--- src/rtl/jeff_mux_scan_capture.sv ---
// jeff_mux_scan_capture
// Sequences an external quad 2-to-1 nibble mux through its A and B channels,
// captures each settled nibble, and hands the assembled {B,A} byte downstream
// over a valid/ready handshake.
//
//  state | meaning
//  ------+-------------------------------------------------------------
//  IDLE  | mux disabled, waiting for run
//  SEL_A | A channel selected, counting the settle window, then latch A
//  SEL_B | B channel selected, counting the settle window, then latch B
//  LOAD  | mux disabled, push {B,A} into the output register when free
module jeff_mux_scan_capture #(
  parameter int SETTLE = 2
) (
  input  logic       clk,
  input  logic       reset,
  input  logic       run,
  output logic       mux_s,
  output logic       mux_en,
  input  logic [3:0] mux_y,
  output logic [7:0] data_out,
  output logic       data_valid,
  input  logic       data_ready,
  output logic [7:0] frame_count,
  output logic       busy
);

  typedef enum logic [1:0] {IDLE, SEL_A, SEL_B, LOAD} state_t;

  localparam logic [3:0] CNT_LAST = 4'(SETTLE - 1);

  state_t     state;
  logic [3:0] cnt;
  logic [3:0] a_reg;
  logic [3:0] b_reg;
  logic       settled;
  logic       accept;
  logic       load_ok;

  // The nibble is taken on the last cycle of the settle window.
  assign settled = (cnt == CNT_LAST);
  assign accept  = data_valid && data_ready;
  // The output register is free when empty or being drained on this edge.
  assign load_ok = !data_valid || data_ready;
  assign busy    = (state != IDLE);

  // Scan sequencer, capture registers and output handshake in one process.
  always_ff @(posedge clk) begin
    if (reset) begin
      state       <= IDLE;
      cnt         <= 4'd0;
      a_reg       <= 4'd0;
      b_reg       <= 4'd0;
      mux_s       <= 1'b0;
      mux_en      <= 1'b1;
      data_out    <= 8'h00;
      data_valid  <= 1'b0;
      frame_count <= 8'h00;
    end else begin
      // A transfer drains the word; a load later in this process may refill it.
      if (accept) begin
        frame_count <= frame_count + 8'd1;
        data_valid  <= 1'b0;
      end

      case (state)
        IDLE: begin
          if (run) begin
            state  <= SEL_A;
            cnt    <= 4'd0;
            mux_en <= 1'b0;
            mux_s  <= 1'b0;
          end
        end

        SEL_A: begin
          if (settled) begin
            a_reg <= mux_y;
            cnt   <= 4'd0;
            state <= SEL_B;
            mux_s <= 1'b1;
          end else begin
            cnt <= cnt + 4'd1;
          end
        end

        SEL_B: begin
          if (settled) begin
            b_reg  <= mux_y;
            cnt    <= 4'd0;
            state  <= LOAD;
            mux_en <= 1'b1;
          end else begin
            cnt <= cnt + 4'd1;
          end
        end

        LOAD: begin
          // Stall here under backpressure so the captured pair is never lost.
          if (load_ok) begin
            data_out   <= {b_reg, a_reg};
            data_valid <= 1'b1;
            cnt        <= 4'd0;
            mux_s      <= 1'b0;
            if (run) begin
              state  <= SEL_A;
              mux_en <= 1'b0;
            end else begin
              state  <= IDLE;
              mux_en <= 1'b1;
            end
          end
        end

        default: begin
          state  <= IDLE;
          mux_s  <= 1'b0;
          mux_en <= 1'b1;
        end
      endcase
    end
  end

endmodule

--- config.mk ---
export PLATFORM = sky130hd
export DESIGN_NAME = jeff_mux_scan_capture
export DESIGN_NICKNAME = d
export VERILOG_FILES = /design/src/rtl/jeff_mux_scan_capture.sv
export SDC_FILE = /design/constraint.sdc
export NUM_CORES = 1
export LEC_CHECK = 0
export ABC_AREA = 1
export CAP_MARGIN = 20
export CORE_ASPECT_RATIO = 0.9
export CORE_UTILIZATION = 55
export CTS_CLUSTER_SIZE = 28
export DETAILED_ROUTE_END_ITERATION = 16
export DONT_BUFFER_PORTS = 1
export PLACE_DENSITY = 0.76
export SLEW_MARGIN = 20
export SYNTH_ARGS = -nofsm -noshare
export SYNTH_HDL_FRONTEND = slang
export SYNTH_SLANG_ARGS = --single-unit
--- constraint.sdc ---
create_clock -name clk -period 1.4 [get_ports clk]
set_clock_uncertainty 0.05 [all_clocks]
set_input_delay 0.28 -clock clk [delete_from_list [all_inputs] [get_ports clk]]
set_output_delay 0.28 -clock clk [all_outputs]
set_load 0.05 [all_outputs]
* After elaboration in Yosys (flattened, before gate mapping)
Cells that the tools add are included.
** Storage, ports and cells
- Input bits :: 8
- Word-level logic and storage cells :: 54
- Register bits after elaboration :: 33
- Output and inout port bits :: 20
** Cells by class
- Add/sub/neg operators :: 2
- Mux-type cells :: 20
- Reduce and logical (&&, ||, !) cells :: 15
- Eq/ne operators :: 8
** Operators with widths (number)
- 4-bit 2-to-1 mux :: 3
- 4-bit case mux with 3 select lines :: 1
- 4-bit AND reduction :: 3
- 1-bit 2-to-1 mux :: 9
- 8-bit by 1-bit adder with 8-bit output (second input constant) :: 1
- 2-bit 2-to-1 mux :: 4
- 2-bit != test (second input constant) :: 4
- 2-bit case mux with 4 select lines :: 1
- 2-bit AND reduction :: 4
- 1-bit case mux with 3 select lines :: 2
- 3-bit nonzero test :: 2
- 4-bit by 1-bit adder with 4-bit output (second input constant) :: 1
- 2-bit == test (second input constant) :: 2
- 4-bit by 1-bit == test with 1-bit output (second input constant) :: 1
- 2-bit by 1-bit == test with 1-bit output (second input constant) :: 1
- 2-bit zero test :: 1
- 2-bit nonzero test :: 1
- 2-bit OR reduction :: 1
- 1-bit logical AND :: 1
- 1-bit zero test :: 1
- 1-bit logical OR :: 1

* Logic depth before layout (Yosys ltp)
Gate-level depths: netlist of run 1.
- Depth after elaboration :: 4
- Depth in mapped cells :: 9
- Gate-level depth less buffers :: 9

* Least setup slack after synthesis of run 1
Ideal clock, no wire load.
- Path kind :: register to register
- From :: reg frame_count[1]
- To :: reg frame_count[6]
- Stages on the path, launching flop included :: 7
- Slack :: -0.072 ns
- Library setup time :: 0.128 ns
- Arrival :: 1.295 ns
- Period minus slack after synthesis :: 1.472 ns
- Data required time :: 1.222 ns
- Path buffers :: 0
- Cell sequence :: dfxtp_1 -> ha_1 -> nand3_2 -> inv_2 -> nand4_1 -> nand2_1 -> nor2_1
** On the way
- Longest elaborated chain between the ends :: 1
** Ends and longest elaborated chain
- from (decl) :: line 24 : output logic [7:0] frame_count,
- from (signal assigned) :: line 62 : frame_count <= frame_count + 8'd1;
- 8-bit by 1-bit adder with 8-bit output :: line 62
No other way between the ends.
A chain may end at the register's enable or synchronous reset.

* Worst setup path after layout of run 1
- From :: reg state[1]
- To :: out busy
** On the way
- Longest elaborated chain between the ends :: 1
** Ends and longest elaborated chain
- from (decl) :: line 32 : state_t state;
- from (signal assigned) :: line 50 : state <= IDLE;
- from (signal assigned) :: line 69 : state <= SEL_A;
- from (signal assigned) :: line 80 : state <= SEL_B;
- 2-bit nonzero test :: line 45 : assign busy = (state != IDLE);
- to (decl) :: line 25 : output logic busy
No other way between the ends.

==> results of run 1 <==
routing by layer:
| metal | GRT usage, % | share of wire (%) | vias to the layer above |
|---|---|---|---|
| li1 | - | - | 680 |
| met1 | 28.0 | 43 | 638 |
| met2 | 42.9 | 50 | 43 |
| met3 | 7.59 | 4.4 | 10 |
| met4 | 13.8 | 2.5 | 0 |
| met5 | 0 | 0 | - |
timing repair:
| item | 4_1_cts | 5_1_grt |
|---|---|---|
| pin swaps | 1 | 3 |
| buffers inserted | 1 | 1 |
| gates cloned | 1 | 0 |
| hold buffers | 1 | 0 |
| endpoints found under the setup margin | 7 | 12 |
| gates resized for setup | 13 | 14 |
| hold endpoints to repair | 14 | 0 |
cell usage after synthesis (all sizes together):
library cell  number  area share [%]
nand4              4             1.7
a31oi              1            0.42
buf                1            0.34
clkbuf             1            0.25
inv               24             6.4
o21ai             17             6.0
xnor2              1            0.59
dfxtp             33              45
ha                 9             7.6
nand3b             1            0.51
nand3             17             6.1
nor2              30             7.9
nor3               2            0.68
xor2               1            0.59
a21oi             18             6.1
nand2             36              10
final timing paths:
kind,start,endpoint,slack [ns],depth (start not counted)
worst max-delay path,state[1],busy,-0.04,4
worst min-delay path,mux_y[3],a_reg[3],0.05,2
worst max register to register,state[1],cnt[2],-0.03,7
worst min register to register,a_reg[1],a_reg[1],0.42,2
final cells by class:
class / instances / area, um^2 / share of cell area [%]
inverter: 24 / 105 / 5.85
multi-input combinational: 137 / 787 / 43.8
clock inverter: 3 / 17.5 / 0.975
timing repair inverter: 1 / 7.51 / 0.418
tap: 28 / 35.0 / 1.95
sequential: 33 / 672 / 37.4
timing repair buffer: 15 / 135 / 7.52
clock buffer: 5 / 37.5 / 2.09
logic make-up after synthesis:
| group | after synthesis |
|---|---|
| and+or+nand+nor | 90 |
| AOI/OAI and AO/OA | 36 |
| DFF | 33 |
| buffers and inverters | 26 |
| adders and majority gates | 9 |
| xor gates and xnor gates | 2 |
critical path, stage by stage, from the launching register on:
cell     delay [ns]
dfxtp_4        0.39
inv_4          0.05
ha_4           0.16
inv_4          0.05
buf_12         0.12
through the flow:
step / hold WS (ns) / std cells
finish: 0.0475 / 246
detailed placement: 0.303 / 234
CTS: 0.0394 / 245
floorplan: 0.292 / 196
global route: 0.0232 / 246
global placement: 0.299 / 234
report_power, final:
part           switching, mW  internal [mW]  total [mW]
Combinational          0.815          0.514        1.33
Clock                  0.327          0.189       0.516
Sequential             0.203           1.06        1.26
==> metrics.md, run 1 <==
| Metric | Value |
|---|---|
| Final core utilization | `71.6%` |
| Worst relative slew slack | `60.8%` |
| PortBufs | `0` |
| Pre-CTS WS | `-0.0279 ns` |
| Fraction of synthesized area in multiplexers | `0%` |
| Share of post-route cells with drive strength above 1 | `between 20% and 30%` |
| DRC errors left | `6` |
| Syn Nets | `roughly 210` |
| # fillers | `201` |
| Simple-Gate Fraction of Synth Area | `around 27%` |
| Flops & latches, synth | `33` |
| GRT overflow | `0` |
| Maximum clock rate | `slightly below 700 MHz` |
| Reg clk slew, reported paths | `0.11 ns` |
| Commonest cells after routing, fill and taps aside | `nand2_1, dfxtp_1, nor2_1` |
| Largest net degree at the start of global routing | `20` |
| Setup ws final | `-0.0414 ns` |
| Vias/cell | `5.57` |
| Critical Path AT | `1.11 ns` |
| Worst Tran Pin Value | `0.586 ns` |
| Initial drt markers | `60` |
| Post-DRT Antenna Nets | `0` |
| Cells after Synth | `196` |
| Crit. End Element | `output port` |
| PwrDens | `1730 mW/mm^2` |
| Synth Area in XOR/XNOR | `1.18%` |
| Peak supply drop | `0.00114 V` |
| Registers with the most flip-flops | `data_out: 8 flops, frame_count: 8 flops` |
| Clock Path Buffers | `2` |
| Vias in the first global route | `1,275` |
| CTS Buf Count | `5` |
| Post-synthesis adder-cell area fraction | `7.61%` |
| Final period utilization | `103%` |
| Worst Hold Class | `in -> reg` |
| Most common cell after layout, fill and taps aside | `nand2_1` |
| Leak | `approximately 0.72 nW` |
| Power Total | `3.11 mW` |
| Worst-path maximum fanout | `3` |
| Dpl cell area | `0.00161 mm^2` |
| Nets | `234` |
| Chip height | `51.2 um` |
| Status | `finished, violations left` |
| Yosys cell types | `24` |
| Min cycle time layout | `between 1 and 1.5 ns` |
| Synth Area in Compound Gates | `between 10% and 20%` |
| DR pass1 iterations | `11` |
| H-tree level count | `2` |
| Slew Limit Fails | `0` |
| Area grow syn2layout | `21.4%` |
| Largest family of logic cells by synthesized area | `simple AND/OR/NAND/NOR gates` |
| Fin area | `0.00180 mm^2` |
| RSZ-0062 raised after global routing | `yes` |
| Antenna cells | `0` |
| Vias | `1,371` |
| Sink Count | `33` |
| Mapped Area | `0.00148 mm^2` |
| Syn avg cell area | `7.55 um^2` |
| Initial antenna violation count | `0` |
| Core footprint | `0.00251 mm^2` |
| Yosys Warn Count | `0` |
| GR Util All Layers | `25.1%` |
| First-pass GRT wire length | `roughly 5.4 mm` |
| CTS tree | `built` |
| DPL Wire Length | `2.32 mm` |
| Worst skew pair latency | `approximately 0.33 ns` |
| Num rows | `17` |
| Final setup TNS | `-0.0673 ns` |
| Crit Path Class | `reg -> out` |
| Routed length per placed instance | `between 10 and 15 um` |
| Sequential cell area fraction in the yosys report | `44.6%` |
| Routability congestion estimate | `0.838` |
| Initial Util | `59.0%` |
| Ports | `28` |
| Final wirelength | `roughly 3.5 mm` |
| # setup viols final | `2` |
| Critical Path RT | `1.07 ns` |
| # Max-Cap Violations | `0` |
| Die width | `56.7 um` |
| Die Area | `0.00290 mm^2` |
| Failing checks | `DRC, setup timing` |
| Startpoint Class | `flop` |
| Clock Root Buffer | `clkbuf_4` |
| Final hold vios | `0` |
No activity file was read; power rests on OpenSTA's default activity.
==> inputs of run 2 (changes only) <==
--- a/config.mk
+++ b/config.mk
@@ -8,11 +8,11 @@
 export ABC_AREA = 1
 export CAP_MARGIN = 20
 export CORE_ASPECT_RATIO = 0.9
-export CORE_UTILIZATION = 55
+export CORE_UTILIZATION = 50
 export CTS_CLUSTER_SIZE = 28
 export DETAILED_ROUTE_END_ITERATION = 16
 export DONT_BUFFER_PORTS = 1
-export PLACE_DENSITY = 0.76
+export PLACE_DENSITY = 0.71
 export SLEW_MARGIN = 20
 export SYNTH_ARGS = -nofsm -noshare
 export SYNTH_HDL_FRONTEND = slang
==> metrics.md, run 2 (same netlist as run 1, synthesis figures left out) <==
| Metric | Value |
|---|---|
| DR pass1 iterations | `4 (-7)` |
| Chip height | `53.6 um (+4.7%)` |
| Initial antenna violation count | `0 (unchanged)` |
| Final hold vios | `0 (unchanged)` |
| Worst Hold Class | `in -> reg` |
| Sink Count | `33 (unchanged)` |
| Maximum clock rate | `703 MHz (+1.3%)` |
| Share of post-route cells with drive strength above 1 | `25.9% (+1.6 points)` |
| Startpoint Class | `flop` |
| GRT overflow | `0 (unchanged)` |
| Top Metal Used | `met4` |
| Pre-CTS WS | `-0.0414 ns (-0.0135 ns)` |
| Slew Limit Fails | `0 (unchanged)` |
| # fillers | `235 (+17%)` |
| Worst skew pair latency | `0.34 ns (about the same)` |
| Hold depth | `2 (unchanged)` |
| CTS tree | `built` |
| Vias/cell | `5.20 (-6.7%)` |
| Area grow syn2layout | `23.2%` |
| Worst hold slack | `0.0500 ns (+0.00251 ns)` |
| PortBufs | `0 (unchanged)` |
| RSZ-0062 raised after global routing | `yes` |
| FF+latch area | `672 um^2 (unchanged)` |
| Leak | `0.751 nW (+4.5%)` |
| Die Area | `0.00318 mm^2 (+9.6%)` |
| Largest stage delay, worst path | `0.38 ns (about the same)` |
| Worst reg2reg setup slack | `-0.02 ns (about the same)` |
| Die width | `59.4 um (+4.7%)` |
| Nets | `240 (+2.6%)` |
| Registers with the most flip-flops | `data_out: 8 flops, frame_count: 8 flops` |
| DRT met1 WL | `1.51 mm (+1.8%)` |
| Met2 wire len | `1.76 mm (+0.74%)` |
| Min cycle time layout | `1.42 ns (-0.0181 ns)` |
| DPL Wire Length | `2.42 mm (+4.6%)` |
| Largest net degree at the start of global routing | `15 (-25%)` |
| Critical path cell sequence | `inv_4 > ha_4 > inv_4 > buf_12` |
| Clock Root Buffer | `clkbuf_4` |
| Worst r2r path cells | `8 (+1)` |
| CP most frequent cell | `inv_4` |
| Setup ws final | `-0.0233 ns (+0.0181 ns)` |
| Core footprint | `0.00277 mm^2 (+10%)` |
| Worst-path maximum fanout | `3 (unchanged)` |
| # Max-Cap Violations | `0 (unchanged)` |
| Post-DRT Antenna Nets | `0 (unchanged)` |
| Ports | `28 (unchanged)` |
| Status | `finished, violations left` |
| Critical Path RT | `1.07 ns (about the same)` |
| Met3 WL | `170 um (+11%)` |
| Multi-input gate area | `758 um^2 (-3.7%)` |
| Routed length per placed instance | `13.2 um (-6.6%)` |
| Clock Path Buffers | `2 (unchanged)` |
| Power Total | `3.12 mW (+0.26%)` |
| # setup viols final | `4 (+2)` |
| Final period utilization | `102% (-1.3 points)` |
| Peak supply drop | `0.00107 V (-6.6%)` |
| Vias | `1,373 (+0.15%)` |
| GR Util All Layers | `23.5% (-1.6 points)` |
| Routability congestion estimate | `0.746 (-11%)` |
| Worst relative slew slack | `62.0% (+1.3 points)` |
| Antenna cells | `0 (unchanged)` |
| Non-filler cells, final | `264 (+7.3%)` |
| H-tree level count | `2 (unchanged)` |
| Final wirelength | `3.47 mm (+0.20%)` |
| Num rows | `18 (+1)` |
| Crit Path Class | `reg -> out` |
| Most common cell after layout, fill and taps aside | `nand2_1` |
| Critical Path AT | `1.09 ns (-0.02 ns)` |
| Initial Util | `53.4% (-5.5 points)` |
| Vias in the first global route | `1,182 (-7.3%)` |
| First-pass GRT wire length | `5.40 mm (-0.39%)` |
| Initial drt markers | `58 (-3.3%)` |
| DRC errors left | `0 (-6)` |
| Commonest cells after routing, fill and taps aside | `nand2_1, dfxtp_1, nor2_1` |
| Failing checks | `setup timing` |
| Placed Instances | `248 (+6.0%)` |
| Reg clk slew, reported paths | `0.11 ns (about the same)` |
| Final setup TNS | `-0.0596 ns (+0.00768 ns)` |
| Worst Tran Pin Value | `0.568 ns (-0.0187 ns)` |
| Crit. End Element | `output port` |
| PwrDens | `1710 mW/mm^2 (-1.3%)` |
| CTS Buf Count | `5 (unchanged)` |
| Slowest-stage cell, CP | `dfxtp_4` |
-- run 2: final timing paths --
| kind | from | end |
|---|---|---|
| max | state[0] | busy |
| max reg2reg | state[0] | mux_s |
| min reg2reg | a_reg[1] | a_reg[1] |
| min | mux_y[3] | a_reg[3] |
-- run 2: stage by stage --
step                      area [um^2]  utilization (%)
after floorplan                  1480                -
after global placement           1640             59.3
after detailed placement         1640             59.3
after CTS                        1750             63.1
after global routing             1820             65.9
final                            1820             65.9
-- run 2: final cells by class --
cell class / instances / share of cell area (%)
multi-input combinational: 137 / 41.6
sequential: 33 / 36.8
timing repair buffer: 22 / 10.1
inverter: 24 / 5.76
tap: 40 / 2.74
clock buffer: 5 / 2.06
clock inverter: 3 / 0.960
-- run 2: metal layers --
layer / GRT usage (%) / up-vias
met5: 0 / -
li1: - / 693
met1: 27.9 / 642
met4: 7.14 / 0
met2: 41.0 / 32
met3: 6.97 / 6
-- run 2: where the power goes --
part	switching [mW]	leakage [nW]	total [mW]	internal, mW
registers	0.253	0.270	1.31	1.06
clock network	0.330	0.0310	0.519	0.189
logic	0.742	0.451	1.29	0.543
-- run 2: critical path, delay by kind of cell (launching register included) --
| family | cells | cell delay, ns |
|---|---|---|
| adder cells (fa/ha/maj) | 1 | 0.17 |
| flip-flops | 1 | 0.38 |
| buffers and inverters | 3 | 0.22 |
-- run 2: repair_timing --
item                                    4_1_cts  5_1_grt
hold buffers                                  1        0
endpoints found under the hold margin        14        0
cloned                                        0        0
pin swaps                                     1        5
gates resized for setup                      11       13
endpoints found under the setup margin        7       10
buffers inserted                              2        5
